[src/rtl/multicycle_control_pkg.sv]
// Shared encodings for the multicycle control FSM and its ALU decoder.
package multicycle_control_pkg;

    // FSM state encodings; values are visible on the debug state port.
    typedef enum logic [2:0] {
        FETCH  = 3'd0,
        DECODE = 3'd1,
        EXEC   = 3'd2,
        WB     = 3'd3,
        HALT   = 3'd4
    } state_t;

    // Supported opcodes.
    localparam logic [6:0] OP_R = 7'b0110011;
    localparam logic [6:0] OP_I = 7'b0010011;

    // Supported funct3 values.
    localparam logic [2:0] F3_ADD = 3'b000;
    localparam logic [2:0] F3_AND = 3'b111;
    localparam logic [2:0] F3_OR  = 3'b110;
    localparam logic [2:0] F3_SLT = 3'b010;

    // ALU operation codes.
    localparam logic [2:0] ALU_AND = 3'b000;
    localparam logic [2:0] ALU_OR  = 3'b001;
    localparam logic [2:0] ALU_ADD = 3'b010;
    localparam logic [2:0] ALU_SUB = 3'b110;
    localparam logic [2:0] ALU_SLT = 3'b111;

endpackage

[src/rtl/multicycle_control_alu_decoder.sv]
// Combinational decode of opcode/funct3/funct7[5] into ALU controls and an illegal flag.
module alu_decoder
    import multicycle_control_pkg::*;
(
    input  logic [6:0] opcode,
    input  logic [2:0] funct3,
    input  logic       funct7_b5,
    output logic [2:0] alu_control,
    output logic       alu_src,
    output logic       illegal
);

    logic is_r;
    logic is_i;

    assign is_r = (opcode == OP_R);
    assign is_i = (opcode == OP_I);

    // Map the instruction fields to ALU operation, operand select and legality.
    always_comb begin
        alu_control = ALU_ADD;
        alu_src     = 1'b0;
        illegal     = 1'b1;
        if (is_r || is_i) begin
            alu_src = is_i;
            illegal = 1'b0;
            case (funct3)
                F3_ADD:  alu_control = (is_r && funct7_b5) ? ALU_SUB : ALU_ADD;
                F3_AND:  alu_control = ALU_AND;
                F3_OR:   alu_control = ALU_OR;
                F3_SLT:  alu_control = ALU_SLT;
                default: illegal     = 1'b1;
            endcase
        end
    end

endmodule

[src/rtl/multicycle_control.sv]
// Multicycle FETCH/DECODE/EXEC/WB control FSM with sticky HALT and retired-instruction counter.
module multicycle_control
    import multicycle_control_pkg::*;
#(
    parameter int unsigned CNT_W = 16
) (
    input  logic             clk,
    input  logic             reset,
    input  logic             run,
    input  logic [31:0]      instr,
    output logic             mem_read,
    output logic             ir_load,
    output logic             alu_src,
    output logic [2:0]       alu_control,
    output logic             reg_write,
    output logic             pc_enable,
    output logic             halted,
    output logic [2:0]       state,
    output logic [CNT_W-1:0] retired
);

    state_t     state_q;
    state_t     state_d;
    logic [2:0] dec_alu_control;
    logic       dec_alu_src;
    logic       dec_illegal;
    logic       unused_instr_bits;

    assign unused_instr_bits = ^{instr[31], instr[29:15], instr[11:7]};

    alu_decoder u_alu_decoder (
        .opcode      (instr[6:0]),
        .funct3      (instr[14:12]),
        .funct7_b5   (instr[30]),
        .alu_control (dec_alu_control),
        .alu_src     (dec_alu_src),
        .illegal     (dec_illegal)
    );

    // State register; reset wins so an in-flight instruction is abandoned.
    always_ff @(posedge clk) begin
        if (reset) begin
            state_q <= FETCH;
        end else begin
            state_q <= state_d;
        end
    end

    // Next-state and strobe decode from the registered state (run gates the fetch only).
    always_comb begin
        state_d   = state_q;
        mem_read  = 1'b0;
        ir_load   = 1'b0;
        reg_write = 1'b0;
        pc_enable = 1'b0;
        halted    = 1'b0;
        case (state_q)
            FETCH: begin
                if (run) begin
                    mem_read = 1'b1;
                    ir_load  = 1'b1;
                    state_d  = DECODE;
                end
            end
            DECODE:  state_d = dec_illegal ? HALT : EXEC;
            EXEC:    state_d = WB;
            WB: begin
                reg_write = 1'b1;
                pc_enable = 1'b1;
                state_d   = FETCH;
            end
            HALT:    halted  = 1'b1;
            default: state_d = FETCH;
        endcase
    end

    // Capture decoded ALU controls on leaving DECODE; they hold through EXEC and WB.
    always_ff @(posedge clk) begin
        if (reset) begin
            alu_src     <= 1'b0;
            alu_control <= '0;
        end else if (state_q == DECODE && !dec_illegal) begin
            alu_src     <= dec_alu_src;
            alu_control <= dec_alu_control;
        end
    end

    // Count completed instructions; wraps silently.
    always_ff @(posedge clk) begin
        if (reset) begin
            retired <= '0;
        end else if (state_q == WB) begin
            retired <= retired + CNT_W'(1);
        end
    end

    assign state = state_q;

endmodule

[config.mk]
export PLATFORM = sky130hd
export DESIGN_NAME = multicycle_control
export DESIGN_NICKNAME = d
export VERILOG_FILES = /design/src/rtl/multicycle_control_pkg.sv /design/src/rtl/multicycle_control_alu_decoder.sv /design/src/rtl/multicycle_control.sv
export SDC_FILE = /design/constraint.sdc
export NUM_CORES = 1
export LEC_CHECK = 0
export CORE_ASPECT_RATIO = 1.1
export CORE_MARGIN = 2
export CORE_UTILIZATION = 40
export CTS_CLUSTER_DIAMETER = 80
export DETAILED_ROUTE_END_ITERATION = 6
export HOLD_SLACK_MARGIN = 0.15
export PLACE_DENSITY_LB_ADDON = 0.2
export RECOVER_POWER = 100
export SLEW_MARGIN = 10
export SYNTH_ARGS = -nofsm -noshare
export SYNTH_HDL_FRONTEND = slang
export SYNTH_SLANG_ARGS = --single-unit
[constraint.sdc]
create_clock -name clk -period 4.2 [get_ports clk]
set_input_delay 0.63 -clock clk [delete_from_list [all_inputs] [get_ports clk]]
set_output_delay 0.63 -clock clk [all_outputs]
set_load 0.01 [all_outputs]
==> impl_metrics.json <==
{
  "place_congestion": 0.724,
  "yosys_register_bits": 23,
  "grt_use_total": 0.168,
  "syn2layout_area_growth_pct": 37.6,
  "tritoncts": "yes",
  "via_per_inst": 5.31,
  "synth_top_area_frac": 0.412,
  "initial_utilization": 0.413,
  "maxSlewViolCount": 0,
  "clk_root_buffer_cell": "clkbuf_4",
  "netlist_area_um2": 1120,
  "cp_num_buf_inv": 2,
  "via_count": 1047,
  "p_comb_frac": 0.094,
  "worstPathRequired_ps": 3570,
  "setup_tns_ps": 0,
  "clock_skew_ps": 1.34,
  "max_cap_viol_count": 0,
  "nets": 201,
  "clk_latency_ps": 310,
  "overflow": 0,
  "min_period_ps": 2690,
  "final_cell_mix": "dlygate4sd3_1 (30), dfxtp_1 (23), nor2_1 (12)",
  "tightest_slew_ps": 846,
  "synth_cells": 127,
  "critical-path-max-stage-delay_ps": 660,
  "drtPass1Iterations": 4,
  "netSwitchingPower_w": 0.0000850,
  "die_h_um": 59.4,
  "mostFrequentLayoutCell": "dlygate4sd3_1",
  "coreArea_um2": 2700,
  "grt_max_degree": 25,
  "design.die.area_um2": 3230,
  "cts.sinks": 23,
  "crit_path_start_kind": "input port",
  "power_density_nw_per_um2": 235,
  "synth.distinct_cells": 40,
  "fin_crit_sh": 0.640,
  "cp_max_fo": 2,
  "syn_avg_cell_area_um2": 8.80,
  "power_leakage_nw": 0.595,
  "cpLargestDelayFamily": "buffers and inverters",
  "regArea_um2": 460,
  "ys_seq_area_frac": 0.412,
  "outcome": "complete, no violations",
  "dpl.hpwl_um": 1900,
  "yosys.area.top_type": "dfxtp_1",
  "crit_chain": "clkdlybuf4s50_1, nor4b_1, dlygate4sd3_1",
  "die_w_um": 54.4,
  "grt_antenna_before_repair": 0,
  "worst_path_max_delay_cell": "dlygate4sd3_1",
  "max_freq_mhz": 372,
  "ys_async_sr_fraction": 0,
  "rsz0062_at_grt": "no",
  "synth.top_cells.by_area": "dfxtp_1 (41%), a21oi_1 (4.5%), nor2_1 (4.0%), buf_4 (3.4%), xnor2_1 (3.1%)",
  "post_cts_buffers": 0,
  "hold_buffers": 0,
  "port_buffers": 41,
  "hold_viol": 0,
  "cts.clk_slew.worst_paths_ps": 130,
  "layout.cell_area.non_filler_um2": 1540,
  "finalSetupViolCount": 0,
  "synth_ff_type": "dfxtp_1",
  "fin_ws_ps": 1510,
  "crit_type": "in2out",
  "cts_resized": 0,
  "h-tree-depth": 1,
  "maxSlewHeadroom": 0.434,
  "drive_gt1_frac": 0.0366,
  "fill_cells": 262,
  "wire_per_inst_um": 12.6,
  "drc": 0,
  "cts_inserted_buffers": 3,
  "grt_first_pass_wirelength_um": 4060,
  "pre_cts_ws_ps": 1480,
  "antenna_cells": 0,
  "synth_nets": 163,
  "multiInputGateArea_um2": 577,
  "pwr-share-seq": 0.617,
  "wl_um": 2480,
  "holdWs_ps": 478,
  "yosysWarnings": 0,
  "hold_path_class": "reg2reg",
  "critical_path.endpoint_type": "output port",
  "internal_power_w": 0.000276,
  "cp.arrival_ps": 2060,
  "first_global_vias": 971,
  "synth-edff-count": 0,
  "io-pin-count": 63,
  "drtAntennaViolNets": 0,
  "first_iter_violations": 15,
  "switching_share": 0.235,
  "postPlaceCellArea_um2": 1520,
  "row_count": 20,
  "clockBufferDepth": 2,
  "clockPowerShare": 0.289,
  "ir_drop_mv": 0.150
}
## stage by stage
step / power, W / std cells / util
after floorplan: 0.000242 / 127 / -
after global placement: 0.000263 / 193 / 0.563
after detailed placement: 0.000264 / 193 / 0.563
after CTS: 0.000370 / 197 / 0.574
after global routing: 0.000378 / 197 / 0.569
final: 0.000361 / 197 / 0.569
## cell families after synthesis
group | after synthesis | synth area share
and+or+nand+nor | 56 | 0.306
AOI/OAI and AO/OA | 25 | 0.139
DFF | 23 | 0.412
buffers and inverters | 13 | 0.0605
xor gates and xnor gates | 8 | 0.0627
muxes | 1 | 0.00896
adders and majority gates | 1 | 0.0112
## cell type report
cell class / count / area share
Clock buffer: 3 / 0.0146
Clock inverter: 1 / 0.00488
Inverter: 5 / 0.0122
Multi-Input combinational cell: 91 / 0.375
Sequential cell: 23 / 0.299
Tap cell: 33 / 0.0269
Timing Repair Buffer: 41 / 0.267
## Yosys cell counts (2+ instances only)
master    number
nand2_1        8
a21oi_1       10
o21ai_0        3
nand4_1        2
nor3b_1        3
nand2b_1       2
or3_1          4
buf_4          5
or4_1          4
nand3_1        5
dfxtp_1       23
xor2_1         4
inv_1          5
o21ai_1        3
o31ai_1        3
xnor2_1        4
clkbuf_1       3
and3_1         2
nor2_1        12
or3b_1         2
## flip-flops by register name, indices dropped and copies added, names as in the netlist
| register | flops |
|---|---|
| retired | 16 |
| alu_src | 1 |
| state | 3 |
| alu_control | 3 |
## tightest hold or removal path, delay by kind of cell, from the launching register on
family | cells | cell delay [ps]
AOI/OAI and AO/OA | 1 | 70
buffers and inverters | 1 | 40
DFF | 1 | 330
## worst paths after layout
path / startpoint / to / slack, ps / cells after the start
worst min-delay path: alu_control[2]$_SDFFE_PP0P_ / alu_control[2]$_SDFFE_PP0P_ / 480 / 2
worst min register to register: alu_control[2]$_SDFFE_PP0P_ / alu_control[2]$_SDFFE_PP0P_ / 480 / 2
worst max register to register: state[1]$_SDFFE_PP0P_ / retired[15]$_SDFFE_PP0P_ / 2130 / 4
worst max-delay path: run / ir_load / 1510 / 3
## power by group through the flow
stage	Combinational [W]	Sequential, W	Clock (W)
6_report	0.0000339	0.000223	0.000105
3_5_place_dp	0.0000361	0.000228	0
3_3_place_gp	0.0000358	0.000228	0
4_1_cts	0.0000361	0.000223	0.000111
5_1_grt	0.0000367	0.000224	0.000118
2_1_floorplan	0.0000155	0.000227	0
## routing by layer
metal | share of wire | vias up | track usage
met4 | 0.0053 | 0 | 0.0714
met1 | 0.46 | 495 | 0.216
met5 | 0 | - | 0
li1 | - | 536 | -
met2 | 0.51 | 14 | 0.275
met3 | 0.029 | 2 | 0.0227
Power figures use the tool's default switching activity.
